## src/rtl/cpu_pkg.sv

```systemverilog
// Shared CPU pipeline types: hazard controller state encoding and register constants.
package cpu_pkg;

  typedef enum logic [1:0] {
    RUN      = 2'd0,
    MEM_WAIT = 2'd1,
    ERROR    = 2'd2
  } hz_state_t;

  localparam logic [4:0] REG_ZERO   = 5'd0;
  localparam int         WAIT_CNT_W = 16;

endpackage

```

## src/rtl/load_use_detect.sv

```systemverilog
// Flags an ID-stage instruction that reads the destination of a load still in EX.
module load_use_detect
  import cpu_pkg::*;
(
  input  logic [4:0] id_rs1,
  input  logic [4:0] id_rs2,
  input  logic       id_uses_rs1,
  input  logic       id_uses_rs2,
  input  logic       id_ex_memread,
  input  logic [4:0] id_ex_rd,
  output logic       load_use
);

  logic rs1_hit;
  logic rs2_hit;

  assign rs1_hit  = id_uses_rs1 && (id_rs1 == id_ex_rd);
  assign rs2_hit  = id_uses_rs2 && (id_rs2 == id_ex_rd);
  // x0 is hard-wired, so a load targeting it never creates a dependency.
  assign load_use = id_ex_memread && (id_ex_rd != REG_ZERO) && (rs1_hit || rs2_hit);

endmodule

```

## src/rtl/hazard_ctrl.sv

```systemverilog
// Pipeline hazard controller: load-use stall, branch flush and data-memory wait/timeout handling.
//
// state    | meaning
// RUN      | normal issue; branch flush and load-use stall resolved here
// MEM_WAIT | data memory outstanding; whole pipe frozen until mem_ready
// ERROR    | memory timed out; pipe frozen until reset
module hazard_ctrl
  import cpu_pkg::*;
#(
  parameter int MEM_TIMEOUT = 255
) (
  input  logic        clk,
  input  logic        rst,
  input  logic [4:0]  id_rs1,
  input  logic [4:0]  id_rs2,
  input  logic        id_uses_rs1,
  input  logic        id_uses_rs2,
  input  logic        id_ex_memread,
  input  logic [4:0]  id_ex_rd,
  input  logic        ex_branch_taken,
  input  logic        mem_req,
  input  logic        mem_ready,
  output logic        stall_if,
  output logic        bubble_ex,
  output logic        flush_id,
  output logic        stall_mem,
  output logic        hz_err,
  output logic [1:0]  hz_state,
  output logic [31:0] stall_cycles
);

  localparam logic [WAIT_CNT_W-1:0] TIMEOUT = WAIT_CNT_W'(MEM_TIMEOUT);

  hz_state_t             state_q, state_d;
  logic [WAIT_CNT_W-1:0] wait_cnt_q, wait_cnt_d;
  logic                  hz_err_q, hz_err_d;
  logic [31:0]           stall_cnt_q;
  logic                  load_use;
  logic                  pipe_ctrl;

  load_use_detect u_load_use_detect (
    .id_rs1        (id_rs1),
    .id_rs2        (id_rs2),
    .id_uses_rs1   (id_uses_rs1),
    .id_uses_rs2   (id_uses_rs2),
    .id_ex_memread (id_ex_memread),
    .id_ex_rd      (id_ex_rd),
    .load_use      (load_use)
  );

  always_ff @(posedge clk or posedge rst) begin
    if (rst) begin
      state_q    <= RUN;
      wait_cnt_q <= '0;
      hz_err_q   <= 1'b0;
    end else begin
      state_q    <= state_d;
      wait_cnt_q <= wait_cnt_d;
      hz_err_q   <= hz_err_d;
    end
  end

  always_comb begin
    state_d    = state_q;
    wait_cnt_d = wait_cnt_q;
    hz_err_d   = hz_err_q;
    stall_mem  = 1'b0;
    pipe_ctrl  = 1'b0;
    stall_if   = 1'b0;
    bubble_ex  = 1'b0;
    flush_id   = 1'b0;

    case (state_q)
      RUN: begin
        if (mem_req && !mem_ready) begin
          stall_mem  = 1'b1;
          state_d    = MEM_WAIT;
          wait_cnt_d = WAIT_CNT_W'(1);
        end else begin
          pipe_ctrl = 1'b1;
        end
      end
      MEM_WAIT: begin
        if (mem_ready) begin
          pipe_ctrl  = 1'b1;
          state_d    = RUN;
          wait_cnt_d = '0;
        end else if (wait_cnt_q == TIMEOUT) begin
          stall_mem = 1'b1;
          state_d   = ERROR;
          hz_err_d  = 1'b1;
        end else begin
          stall_mem  = 1'b1;
          wait_cnt_d = wait_cnt_q + WAIT_CNT_W'(1);
        end
      end
      ERROR: begin
        stall_mem = 1'b1;
      end
      default: begin
        state_d = RUN;
      end
    endcase

    // A taken branch squashes the dependent instruction, so it wins over load-use.
    if (pipe_ctrl) begin
      if (ex_branch_taken) begin
        flush_id  = 1'b1;
        bubble_ex = 1'b1;
      end else if (load_use) begin
        stall_if  = 1'b1;
        bubble_ex = 1'b1;
      end
    end

    if (rst) begin
      stall_if  = 1'b0;
      bubble_ex = 1'b0;
      flush_id  = 1'b0;
      stall_mem = 1'b0;
    end
  end

  always_ff @(posedge clk or posedge rst) begin
    if (rst) begin
      stall_cnt_q <= '0;
    end else if ((stall_if || stall_mem) && (stall_cnt_q != 32'hFFFF_FFFF)) begin
      stall_cnt_q <= stall_cnt_q + 32'd1;
    end
  end

  assign hz_err       = hz_err_q;
  assign hz_state     = state_q;
  assign stall_cycles = stall_cnt_q;

endmodule

```

## config.mk

```make
export PLATFORM = sky130hd
export DESIGN_NAME = hazard_ctrl
export DESIGN_NICKNAME = d
export VERILOG_FILES = /design/src/rtl/cpu_pkg.sv /design/src/rtl/load_use_detect.sv /design/src/rtl/hazard_ctrl.sv
export SDC_FILE = /design/constraint.sdc
export NUM_CORES = 1
export LEC_CHECK = 0
export ABC_AREA = 1
export BUFFER_PORTS_ARGS = -buffer_cell sky130_fd_sc_hd__buf_4
export CORE_ASPECT_RATIO = 0.9
export CORE_MARGIN = 3
export CORE_UTILIZATION = 52
export CTS_BUF_LIST = sky130_fd_sc_hd__clkbuf_4 sky130_fd_sc_hd__clkbuf_8
export DETAILED_ROUTE_END_ITERATION = 12
export PLACE_DENSITY = 0.74
export SETUP_SLACK_MARGIN = 0.2
export SYNTH_ARGS = -nofsm -noshare
export SYNTH_HDL_FRONTEND = slang
export SYNTH_SLANG_ARGS = --single-unit
```

## constraint.sdc

```tcl
create_clock -name clk -period 1.95 [get_ports clk]
set_clock_uncertainty 0.05 [all_clocks]
set_input_delay 0.0975 -clock clk [delete_from_list [all_inputs] [get_ports clk]]
set_output_delay 0.0975 -clock clk [all_outputs]
set_load 0.005 [all_outputs]
```

==> metrics.yaml <==
status: "finished, violations left"
violations: "negative hold slack"
yosys.area.top_type_share: 0.340
start_util: 0.553
htree_levels: 2
crit_path_start: "stall_cycles[0]"
ys_seq_area_frac: 0.340
clk_latency_ps: 310
cp_slowest_stage_delay_ps: 370
rr_worst_depth: 10
layout-drive-gt1-share: 0.283
grt_pass1_vias: 3474
synth-xor-area-share: 0.0466
clockBufferDepth: 2
avgSynthCellArea_um2: 6.62
synthCells: 568
area_delta_synth_final_pct: 30.2
ys_ff_latch: 51
synth_fa_ha_area_frac: 0.00666
power.total_uw: 2770
wl_um: 10800
yosysUniqueCellTypes: 33
pre_cts_ws_ps: 113
setup_viol: 0
drc: 0
cts_made_buffers: 5
rr_startpoint: "stall_cycles[0]"
fmax_mhz: 565
cp_slowest_cell: "dfrtp_1"
synthSimpleGateAreaFrac: 0.474
cp.required_ps: 2100
gr-usage-all-layers: 0.248
synth_area_um2: 3760
period_share: 0.908
setup_ws_ps: 180
io_buffers: 61
ff2ff_setup_slack_ps: 180
clk_pin_slew_ps: 90
final_cell_mix: "nand2_1, buf_4, inv_1, nor2_1, dfrtp_1"
syn_nets: 593
die_h_um: 86.6
clock-sinks: 51
postLayoutCoreUtil: 0.720
grt-ovfl-total: 0
drv_cap: 0
detail_route.wl_per_cell_um: 14.4
timing.hold.ws_ps: -7.54
endpoint_kind: "flop"
synth.area.top_cells: "dfrtp_1, nand2_1, nand3_1, nor2_1, inv_1"
cpLargestDelayFamily: "simple AND/OR/NAND/NOR gates"
worst_pin_slew_ps: 661
dr.pass1.iters: 5
path_cells: "ha_2 > nand2_2 > nor2_4 > nand2_4 > nor2_1 > nand2_1 > nand2_1 > nand2_1 > nand3_1 > nand2_1"
p_per_area_nw_per_um2: 565
viasPerCell: 5.44
synth_compound_area_frac: 0.0410
tns_ps: 0
hpwl_um: 7450
cp_num_buf_inv: 0
die_w_um: 95.6
routabilityCongestion: 1.01
cp.depth: 10
nNetsFinal: 685
drtIter0Drc: 392
dieArea_um2: 8280
dr_total_vias: 4086
synthMuxAreaShare: 0
final_antenna_net_count: 0
yosysTopAreaCell: "dfrtp_1"
slew_headroom: 0.559
antenna_found_initial: 0
crit_fanout: 5
worstHoldPathType: "input pin to async pin"
num_antenna_cells: 0
vdd_drop_max_v: 0.000586
cts_root_buf: "clkbuf_8"
cpMostUsedCell: "nand2_1"
critPathArrivalTime_ps: 1920
crit_end: "stall_cycles[26]"
ios: 62
post-route-min-period_ps: 1770
postCtsHoldBufs: 0
yosysWarnings: 0
rsz0062_at_grt: "yes"
grt_pass1_wl_um: 16400
core.rowCount: 28
reg2reg_to: "stall_cycles[26]"
synth_top_family_by_area: "simple AND/OR/NAND/NOR gates"
coreArea_um2: 6800
layout_commonest_cell: "nand2_1"
grt_max_degree: 52
leakage_uw: 0.00252
hold_viol: 37
cp-start-kind: "flop"
setup.worst_path.class: "flop to flop"
cts_tree: "yes"
slew_violations: 0
-- routing by layer --
| metal | share of wire | global-route usage | up-vias |
|---|---|---|---|
| met2 | 0.43 | 0.374 | 198 |
| met3 | 0.088 | 0.0339 | 25 |
| met4 | 0.012 | 0.0452 | 0 |
| met1 | 0.47 | 0.380 | 1881 |
| met5 | 0 | 0 | - |
| li1 | - | - | 1982 |
-- metrics by stage --
stage / instances / cell area (µm²)
2_1_floorplan: 568 / 3760
3_3_place_gp: 720 / 4340
3_5_place_dp: 720 / 4340
4_1_cts: 735 / 4530
5_1_grt: 751 / 4890
6_report: 751 / 4890
-- sequential cells by signal, indices dropped and copies added, names as in the netlist --
register / count
hz_err: 1
hz_state: 2
stall_cycles: 32
wait_cnt_q: 16
-- Yosys cell counts --
cell type / n
nor3_4: 2
buf_6: 4
nand4_1: 20
o211ai_1: 1
ha_1: 2
nor3b_1: 1
nand3b_1: 9
nand3_4: 1
buf_4: 4
o21ai_1: 1
xor2_1: 18
dfrtp_1: 51
nor2_4: 3
o21ai_0: 7
inv_2: 3
nor2_1: 65
nand2_1: 214
o21ai_2: 9
nor4_1: 1
nor3_1: 12
nor2_2: 2
a21oi_1: 4
o31ai_1: 1
clkbuf_1: 1
xnor2_1: 2
nand3_1: 51
inv_4: 1
nand3_2: 1
buf_2: 3
nand2_4: 7
inv_1: 63
nand2_2: 2
or2_2: 2
-- power by group --
group / switching, µW / internal [µW]
combinational: 517 / 365
sequential: 73.4 / 1120
clock: 363 / 324
total: 954 / 1810
-- timing repair --
item	in CTS	in global routing
setup buffers	7	13
gates cloned	0	3
pin swaps	0	9
resized for setup	9	66
endpoints found under the setup margin	44	50
-- cells by family after synthesis --
kind of cell	count (synthesis)
buf+inv	79
fa+ha+maj	2
flops	51
xor+xnor	20
compound gates	23
simple gates	393
-- worst min path at each step --
stage | endpoint | slack, ps | depth (start not counted)
floorplan | hz_err | 110 | 1
global placement | hz_err | 340 | 3
detailed placement | stall_cycles[8] | 350 | 3
CTS | stall_cycles[6] | 20 | 3
global route | hz_err | 50 | 3
finish | stall_cycles[8] | -8 | 3
-- final cells by class --
type	count	area (µm²)
Inverter	67	268
Timing Repair inverter	1	8.76
Sequential cell	51	1280
Timing Repair Buffer	95	766
Clock inverter	1	7.51
Fill cell	597	1900
Multi-Input combinational cell	439	2350
Clock buffer	7	96.3
Tap cell	90	113
-- worst min-delay path: stages --
cell and delay [ps]:
buf_4 120, clkinvlp_4 80, buf_4 550
Note: power is estimated with default switching activity, not from simulation.
